==> src/rtl/pattern_tx_if.sv <==
// Handshake and serial-output bundle for pattern_tx.
// The master modport drives requests and observes the stream; the slave modport is the transmitter side.
interface pattern_tx_if #(
  parameter int unsigned WIDTH = 16,
  parameter int unsigned LENW  = 5
);
  logic             start_i;
  logic [WIDTH-1:0] pattern_i;
  logic [LENW-1:0]  length_i;
  logic             repeat_i;
  logic             abort_i;
  logic             w_o;
  logic             w_valid_o;
  logic             busy_o;
  logic             done_o;
  logic [LENW-1:0]  bit_cnt_o;

  modport master (
    output start_i, pattern_i, length_i, repeat_i, abort_i,
    input  w_o, w_valid_o, busy_o, done_o, bit_cnt_o
  );

  modport slave (
    input  start_i, pattern_i, length_i, repeat_i, abort_i,
    output w_o, w_valid_o, busy_o, done_o, bit_cnt_o
  );
endinterface

==> src/rtl/pattern_tx.sv <==
// Serial pattern transmitter: shifts a captured pattern out LSB first on w,
// optionally looping, with a one-cycle DONE marker after a non-repeating pass.
module pattern_tx #(
  parameter int unsigned WIDTH = 16,
  parameter int unsigned LENW  = 5
) (
  input  logic         clk,
  input  logic         resetn,
  pattern_tx_if.slave  bus
);

  typedef enum logic [1:0] {IDLE, SHIFT, DONE} state_e;

  state_e           state_q, state_d;
  logic [WIDTH-1:0] pat_q, pat_d;
  logic [LENW-1:0]  len_q, len_d;
  logic [LENW-1:0]  cnt_q, cnt_d;
  logic             w_q, w_d;
  logic             w_valid_q, w_valid_d;
  logic             busy_q, busy_d;
  logic             done_q, done_d;

  logic             last;
  logic             accept;
  logic [LENW-1:0]  len_eff;
  logic [WIDTH-1:0] pat_sh;

  assign last    = (cnt_q == len_q - LENW'(1));
  // A start seen during DONE is taken so back-to-back passes leave a single bubble.
  assign accept  = (state_q != SHIFT) && bus.start_i && !bus.abort_i;
  assign len_eff = ((bus.length_i == '0) || (bus.length_i > LENW'(WIDTH)))
                   ? LENW'(WIDTH) : bus.length_i;

  // State and registered outputs.
  always_ff @(posedge clk) begin
    if (!resetn) begin
      state_q   <= IDLE;
      pat_q     <= '0;
      len_q     <= '0;
      cnt_q     <= '0;
      w_q       <= 1'b0;
      w_valid_q <= 1'b0;
      busy_q    <= 1'b0;
      done_q    <= 1'b0;
    end else begin
      state_q   <= state_d;
      pat_q     <= pat_d;
      len_q     <= len_d;
      cnt_q     <= cnt_d;
      w_q       <= w_d;
      w_valid_q <= w_valid_d;
      busy_q    <= busy_d;
      done_q    <= done_d;
    end
  end

  // Next-state logic; abort overrides everything.
  always_comb begin
    state_d = state_q;
    case (state_q)
      IDLE:    if (bus.start_i) state_d = SHIFT;
      SHIFT:   if (last && !bus.repeat_i) state_d = DONE;
      DONE:    state_d = bus.start_i ? SHIFT : IDLE;
      default: state_d = IDLE;
    endcase
    if (bus.abort_i) state_d = IDLE;
  end

  // Capture, bit counter and next output values, aligned with state_d.
  always_comb begin
    pat_d = pat_q;
    len_d = len_q;
    cnt_d = '0;
    if (accept) begin
      pat_d = bus.pattern_i;
      len_d = len_eff;
    end else if (state_d == SHIFT) begin
      cnt_d = last ? '0 : cnt_q + LENW'(1);
    end
    pat_sh    = pat_d >> cnt_d;
    w_d       = (state_d == SHIFT) && pat_sh[0];
    w_valid_d = (state_d == SHIFT);
    busy_d    = (state_d != IDLE);
    done_d    = (state_d == DONE);
  end

  assign bus.w_o       = w_q;
  assign bus.w_valid_o = w_valid_q;
  assign bus.busy_o    = busy_q;
  assign bus.done_o    = done_q;
  assign bus.bit_cnt_o = cnt_q;

endmodule

==> src/flat_wrapper.sv <==
// flat-port wrapper written by rule: the top's interface ports become plain ports
module pattern_tx_flat 
#(
  parameter int unsigned WIDTH = 16,
  parameter int unsigned LENW  = 5
)
  (clk, resetn, bus_start_i, bus_pattern_i, bus_length_i, bus_repeat_i, bus_abort_i, bus_w_o, bus_w_valid_o, bus_busy_o, bus_done_o, bus_bit_cnt_o);
  pattern_tx_if #(.WIDTH(WIDTH), .LENW(LENW)) bus_i ();
  input  logic clk;
  input  logic resetn;
  input wire logic [$bits(bus_i.start_i)-1:0] bus_start_i;
  input wire logic [$bits(bus_i.pattern_i)-1:0] bus_pattern_i;
  input wire logic [$bits(bus_i.length_i)-1:0] bus_length_i;
  input wire logic [$bits(bus_i.repeat_i)-1:0] bus_repeat_i;
  input wire logic [$bits(bus_i.abort_i)-1:0] bus_abort_i;
  output wire logic [$bits(bus_i.w_o)-1:0] bus_w_o;
  output wire logic [$bits(bus_i.w_valid_o)-1:0] bus_w_valid_o;
  output wire logic [$bits(bus_i.busy_o)-1:0] bus_busy_o;
  output wire logic [$bits(bus_i.done_o)-1:0] bus_done_o;
  output wire logic [$bits(bus_i.bit_cnt_o)-1:0] bus_bit_cnt_o;
  assign bus_i.start_i = bus_start_i;
  assign bus_i.pattern_i = bus_pattern_i;
  assign bus_i.length_i = bus_length_i;
  assign bus_i.repeat_i = bus_repeat_i;
  assign bus_i.abort_i = bus_abort_i;
  assign bus_w_o = bus_i.w_o;
  assign bus_w_valid_o = bus_i.w_valid_o;
  assign bus_busy_o = bus_i.busy_o;
  assign bus_done_o = bus_i.done_o;
  assign bus_bit_cnt_o = bus_i.bit_cnt_o;
  pattern_tx #(.WIDTH(WIDTH), .LENW(LENW)) u_core (.clk(clk), .resetn(resetn), .bus(bus_i));
endmodule
==> config.mk <==
export PLATFORM = sky130hd
export DESIGN_NAME = pattern_tx_flat
export DESIGN_NICKNAME = d
export VERILOG_FILES = /design/src/rtl/pattern_tx_if.sv /design/src/rtl/pattern_tx.sv /design/src/flat_wrapper.sv
export SDC_FILE = /design/constraint.sdc
export NUM_CORES = 1
export LEC_CHECK = 0
export ABC_AREA = 1
export CAP_MARGIN = 15
export CELL_PAD_IN_SITES_DETAIL_PLACEMENT = 0
export CELL_PAD_IN_SITES_GLOBAL_PLACEMENT = 1
export CORE_ASPECT_RATIO = 0.5
export CORE_UTILIZATION = 34
export CTS_BUF_LIST = sky130_fd_sc_hd__clkbuf_2
export DETAILED_ROUTE_END_ITERATION = 10
export HOLD_SLACK_MARGIN = 0.03
export PLACE_DENSITY = 0.73
export SLEW_MARGIN = 20
export SYNTH_ARGS = -nofsm -noshare
export SYNTH_HDL_FRONTEND = slang
export SYNTH_SLANG_ARGS = --single-unit
==> constraint.sdc <==
create_clock -name clk -period 4.9 [get_ports clk]
set_input_delay 0.49 -clock clk [delete_from_list [all_inputs] [get_ports clk]]
set_output_delay 0.49 -clock clk [all_outputs]
set_load 0.01 [all_outputs]
Word level (Yosys, flattened, before mapping)
Cells that the tools add are included.

word-level totals
  bits in registers = 32
  output and inout port bits = 9
  word-level logic and storage cells = 38

cells by class
  eq/ne operators = 6
  shift operators = 1
  reduce and logical (&&, ||, !) cells = 10
  multiplexer cells = 10
  add/subtract/negate cells = 2
  order comparisons = 1

operators by type and width
  operator                                                             number
  5-bit 2-to-1 mux                                                     4
  16-bit 2-to-1 mux                                                    1
  16-bit by 5-bit >> shifter with 1-bit output                         1
  2-bit 2-to-1 mux                                                     3
  2-bit case mux with 3 select lines                                   1
  5-bit by 1-bit adder with 5-bit output (second input constant)       1
  5-bit == test                                                        1
  5-bit > comparator (second input constant)                           1
  5-bit logical NOT                                                    1
  5-bit by 1-bit subtractor with 5-bit output (second input constant)  1
  2-bit by 1-bit == test with 1-bit output (second input constant)     2
  2-bit == test (second input constant)                                2
  1-bit logical AND                                                    4
  1-bit logical NOT                                                    2
  2-bit logical NOT                                                    1
  2-bit by 1-bit != test with 1-bit output (second input constant)     1
  2-bit nonzero test                                                   1
  1-bit logical OR                                                     1
  1-bit 2-to-1 mux                                                     1

Depth between registers and ports, before layout
  depth after elaboration = 11
  gate-level depth with buffers = 18

Worst setup path before layout
OpenSTA, ideal clock, no wires.

  path type = reg2reg
  start = register u_core.len_q[0]
  end = register u_core.w_q, in the netlist u_core.bus.w_o
  buffers on the path = 0
  arrival = 1795 ps
  library setup time = 113 ps
  cell stages (with the launch flop) = 19
  required time = 4787 ps
  period minus slack after synthesis = 1907 ps
  path slack = 2993 ps
  cell sequence = dfxtp_1 inv_1 ha_1 inv_1 nand2_1 nand2_1 nor2_1 nand2_1 nor2_2 nand3_2 nand2_2 nand2_4 nand2_4 nor3_2 clkinv_1 o21ai_1 nor2_1 nor2_1 nor2_1

on the way
  cells in the longest elaborated chain, start to end = 11

RTL lines
  element                                          line                                source
  from (decl)                                      pattern_tx.sv:16                    logic [LENW-1:0] len_q, len_d;
  from (signal assigned)                           pattern_tx.sv:48                    len_q <= len_d;
  5-bit by 1-bit subtractor with 5-bit output (*)  pattern_tx.sv:28                    assign last = (cnt_q == len_q - LENW'(1));
  5-bit == test (*)                                pattern_tx.sv:28
  1-bit logical AND                                pattern_tx.sv:62                    SHIFT: if (last && !bus.repeat_i) state_d = DONE;
  2-bit 2-to-1 mux                                 pattern_tx.sv:62
  2-bit case mux with 3 select lines               pattern_tx.sv:60                    case (state_q)
  2-bit 2-to-1 mux                                 pattern_tx.sv:66                    if (bus.abort_i) state_d = IDLE;
  2-bit by 1-bit == test with 1-bit output         pattern_tx.sv:77, pattern_tx.sv:81
  5-bit 2-to-1 mux                                 pattern_tx.sv:77                    end else if (state_d == SHIFT) begin
  5-bit 2-to-1 mux                                 pattern_tx.sv:74                    if (accept) begin
  16-bit by 5-bit >> shifter with 1-bit output     pattern_tx.sv:80                    pat_sh = pat_d >> cnt_d;
  1-bit logical AND (*)                            pattern_tx.sv:81                    w_d = (state_d == SHIFT) && pat_sh[0];
  to (signal assigned)                             pattern_tx.sv:50                    w_q <= w_d;
  to (decl)                                        pattern_tx.sv:18                    logic w_q, w_d;

Every way passes the cells marked *; elsewhere a longest branch is shown, timed or not.
A chain may end at the register's enable or synchronous reset.

Worst setup path in the final report
  start = input bus_abort_i
  end = register u_core.w_q, in the netlist u_core.bus.w_o

on the way
  cells in the longest elaborated chain, start to end = 6

RTL lines
  element                                       line                                source
  from (decl)                                   flat_wrapper.sv:15                  input wire logic [$bits(bus_i.abort_i)-1:0] bus_abort_i;
  2-bit 2-to-1 mux                              pattern_tx.sv:66
  2-bit by 1-bit == test with 1-bit output      pattern_tx.sv:77, pattern_tx.sv:81
  5-bit 2-to-1 mux                              pattern_tx.sv:77
  5-bit 2-to-1 mux                              pattern_tx.sv:74
  16-bit by 5-bit >> shifter with 1-bit output  pattern_tx.sv:80
  1-bit logical AND (*)                         pattern_tx.sv:81

Marked as above.

==> metrics.md <==
| Metric | Value |
|---|---|
| Status | complete, no violations |
| Antenna violation net count after detailed routing | 0 |
| Dpl cells | 337 |
| Net Sw Frac | 31.2% |
| Clk root buf | clkbuf_2 |
| Initial antenna violation count | 0 |
| Hpwl dp | 2850 um |
| Port buffer count | 34 |
| VDD IR max | 90.5 uV |
| Final setup viols | 0 |
| Comb power frac | 22.6% |
| Fin. max-slew vios | 0 |
| Final Cell Area | 2150 sq um |
| Setup_tns | 0 ns |
| CTS sink cnt | 32 |
| Hold Path Origin | u_core.pat_q[3]$_SDFF_PN0_ |
| Filler cell count | 482 |
| FF-to-FF End | u_core.bus.w_o$_SDFF_PN0_ |
| CTS Buf Count | 5 |
| Worst r2r src | u_core.state_q[0]$_SDFF_PN0_ |
| Most used cell, CP | nor2_1 |
| First-pass GRT wire length | 6730 um |
| Chip Height | 52.0 um |
| Least-Margin Pin Slew | 0.787 ns |
| H-Tree Depth | 2 |
| Layout cell share with drive strength beyond 1 | 14.3% |
| Worst EP required | 5.20 ns |
| Largest net degree at the start of global routing | 28 |
| Drt initial violations | 43 |
| Hold Buf Count CTS | 0 |
| Met2 usage | 26.8% |
| Top Usage Layer GRT | met2 |
| Synth top area share | 37.6% |
| Post-DP Area | 2110 sq um |
| Gr usage total | 17.0% |
| Routed vias/inst | 4.57 |
| Nets | 307 |
| Die ar. | 5310 sq um |
| Core Area | 4590 sq um |
| Synthesized area | 1700 sq um |
| Clk network pwr share | 24.2% |
| Post-CTS Setup Bufs | 0 |
| Crit Path Class | input pin to flip-flop |
| Final hold slack | 0.519 ns |
| Total Power | 523 uW |
| Max Cap Viol | 0 |
| Gpl congestion | 0.772 |
| Vias in the first global route | 1497 |
| # diodes | 0 |
| Most frequent cells in the layout | 42 x nand2_1, 36 x nor2_1, 34 x clkdlybuf4s50_1 |
| Hold endpoint | u_core.pat_q[3]$_SDFF_PN0_ |
| Fin crit share | 52.0% |
| Max Fclk | 392 MHz |
| Later-pin clock latency in the skew report | 0.39 ns |
| RSZ-0062 raised after global routing | false |
| Flops & latches, synth | 32 |
| Synthesized area per cell | 7.04 sq um |
| Slew HR | 47.2% |
| Syn_nets | 271 |
| WP data arrival | 2.84 ns |
| CP Capture Type | flip-flop |
| Routed WL | 3950 um |
| Non-filler cells, final | 345 |
| Synth area leaders | dfxtp_1 38%, nand2_1 9.3%, nor2_1 7.9%, inv_1 6.6%, nand3_1 4.7% |
| Grt met3 use | 4.70% |
| DRC | 0 |
| Initial DRT Pass Iterations | 4 |
| Starting Density | 37.1% |
| CTS max path bufs | 2 |
| IO Pins | 35 |
| Minimum clock period after layout | 2.55 ns |
| Area grow syn2layout | 26.3% |
| Final Hold Viols | 0 |
| Buf+Inv Stages, Crit Path | 3 |
| Post-CTS resize count | 0 |
| Worst path cell trace | clkdlybuf4s50_1 -> nor3_2 -> buf_4 -> inv_1 -> nand2_4 -> nor2_4 -> nand3_4 -> nand2_1 -> nand2_1 -> o21ai_1 -> nor2_1 -> nor2_1 -> nor2_1 |
| Via count | 1578 |
| Switching Power | 163 uW |
| Hold path cells | 2 |
| Part of the power in registers | 53.2% |
| # rows | 17 |
| Critical Path Max Stage Delay | 0.57 ns |
| Reg clk slew, reported paths | 0.17 ns |
| Met1 Resource Use GR | 22.0% |
| Worst setup SP type | input pin |
| CTS tree | done |
| Slowest-stage cell, CP | inv_1 |
| Worst Hold Class | flip-flop to flip-flop |
| Yosys top cell by area | dfxtp_1 |
| PwrDens | 243 nW/um^2 |
| Setup Skew | 0.0145 ns |
| Most common cell after layout, fill and taps aside | nand2_1 |
| Die Wd | 102 um |
| Cell internal pwr | 359 uW |
| Routed len/inst | 11.4 um |
| Worst Reg-to-Reg Cells | 14 |
| Global route total overflow | 0 |
| Cell variety after synth | 32 |
| Yosys warning total | 0 |
| Seq/Total Area, Yosys | 37.6% |
| CP delay by family, top | buffers and inverters |
| Max FO, Critical Path | 22 |
| Mapped Cells | 242 |
| FF-to-FF setup slack | 2.41 ns |
| Leakage | 0.958 nW |
## per-stage QoR
step / util, % / setup slack (ns)
2_1_floorplan: - / 2.99
3_3_place_gp: 46.0 / 2.03
3_5_place_dp: 46.0 / 1.94
4_1_cts: 46.8 / 2.36
5_1_grt: 46.8 / 2.17
6_report: 46.8 / 2.35
## final cells by class
| cell class | instances | area (sq um) | share of cell area (%) |
|---|---|---|---|
| well taps | 66 | 82.6 | 3.84 |
| inverters | 38 | 143 | 6.63 |
| multi-input cells | 166 | 898 | 41.8 |
| flip-flops and latches | 32 | 641 | 29.8 |
| repair buffers | 35 | 348 | 16.2 |
| clock buffers | 5 | 25.0 | 1.16 |
| clock inverters | 3 | 13.8 | 0.640 |
## per-layer routing
metal	routed length [um]	share of wire [%]
met1	2130	54
met5	0	0
met2	1600	40
met3	156	4.0
met4	62	1.6
## worst max-delay path by stage
| stage | end | slack, ns | from | cells after the start |
|---|---|---|---|---|
| detailed placement | u_core.bus.w_o$_SDFF_PN0_ | 1.94 | bus_abort_i | 13 |
| CTS | u_core.bus.w_o$_SDFF_PN0_ | 2.36 | bus_abort_i | 13 |
| finish | u_core.bus.w_o$_SDFF_PN0_ | 2.35 | bus_abort_i | 13 |
| global route | u_core.bus.w_o$_SDFF_PN0_ | 2.17 | u_core.state_q[0]$_SDFF_PN0_ | 14 |
| floorplan | u_core.bus.w_o$_SDFF_PN0_ | 2.99 | u_core.len_q[0]$_SDFFE_PN0P_ | 18 |
| global placement | u_core.bus.w_o$_SDFF_PN0_ | 2.03 | bus_abort_i | 13 |
## Yosys cell counts, drive strengths merged
cell type	instances
dfxtp	32
clkinv	4
buf	3
nor3	3
ha	3
inv	34
a21oi	6
or4	1
nand2	49
nand4	8
or2	13
o21ai	9
nor2	41
xor2	2
mux2i	2
a31oi	1
a211oi	3
nand3	18
o21a	6
clkbuf	3
xnor2	1
## cells by family after synthesis
logic type	Yosys count	share of synthesized area, %
buffers and inverters	44	9.92
muxes	2	1.18
xor gates and xnor gates	3	1.54
and+or+nand+nor	133	38.8
adders and majority gates	3	2.20
AOI/OAI and AO/OA	25	8.74
DFF	32	37.6
## sequential cells by signal, indices dropped and copies added (netlist names)
signal	flops
u_core.bus.bit_cnt_o	5
u_core.bus.busy_o	1
u_core.bus.done_o	1
u_core.state_q	2
u_core.bus.w_valid_o	1
u_core.pat_q	16
u_core.bus.w_o	1
u_core.len_q	5
## power groups by stage
stage / sequential (mW) / combinational (mW) / clock (mW)
after floorplan: 0.283 / 0.0775 / 0
after global placement: 0.283 / 0.117 / 0
after detailed placement: 0.284 / 0.118 / 0
after CTS: 0.278 / 0.119 / 0.130
after global routing: 0.280 / 0.134 / 0.144
final: 0.278 / 0.118 / 0.126
## worst min-delay path, cell delays in order, from the launching register on
cell     delay (ns)
dfxtp_1        0.34
mux2i_1        0.08
nor2_1         0.08
Note: power is estimated with default switching activity, not from simulation.
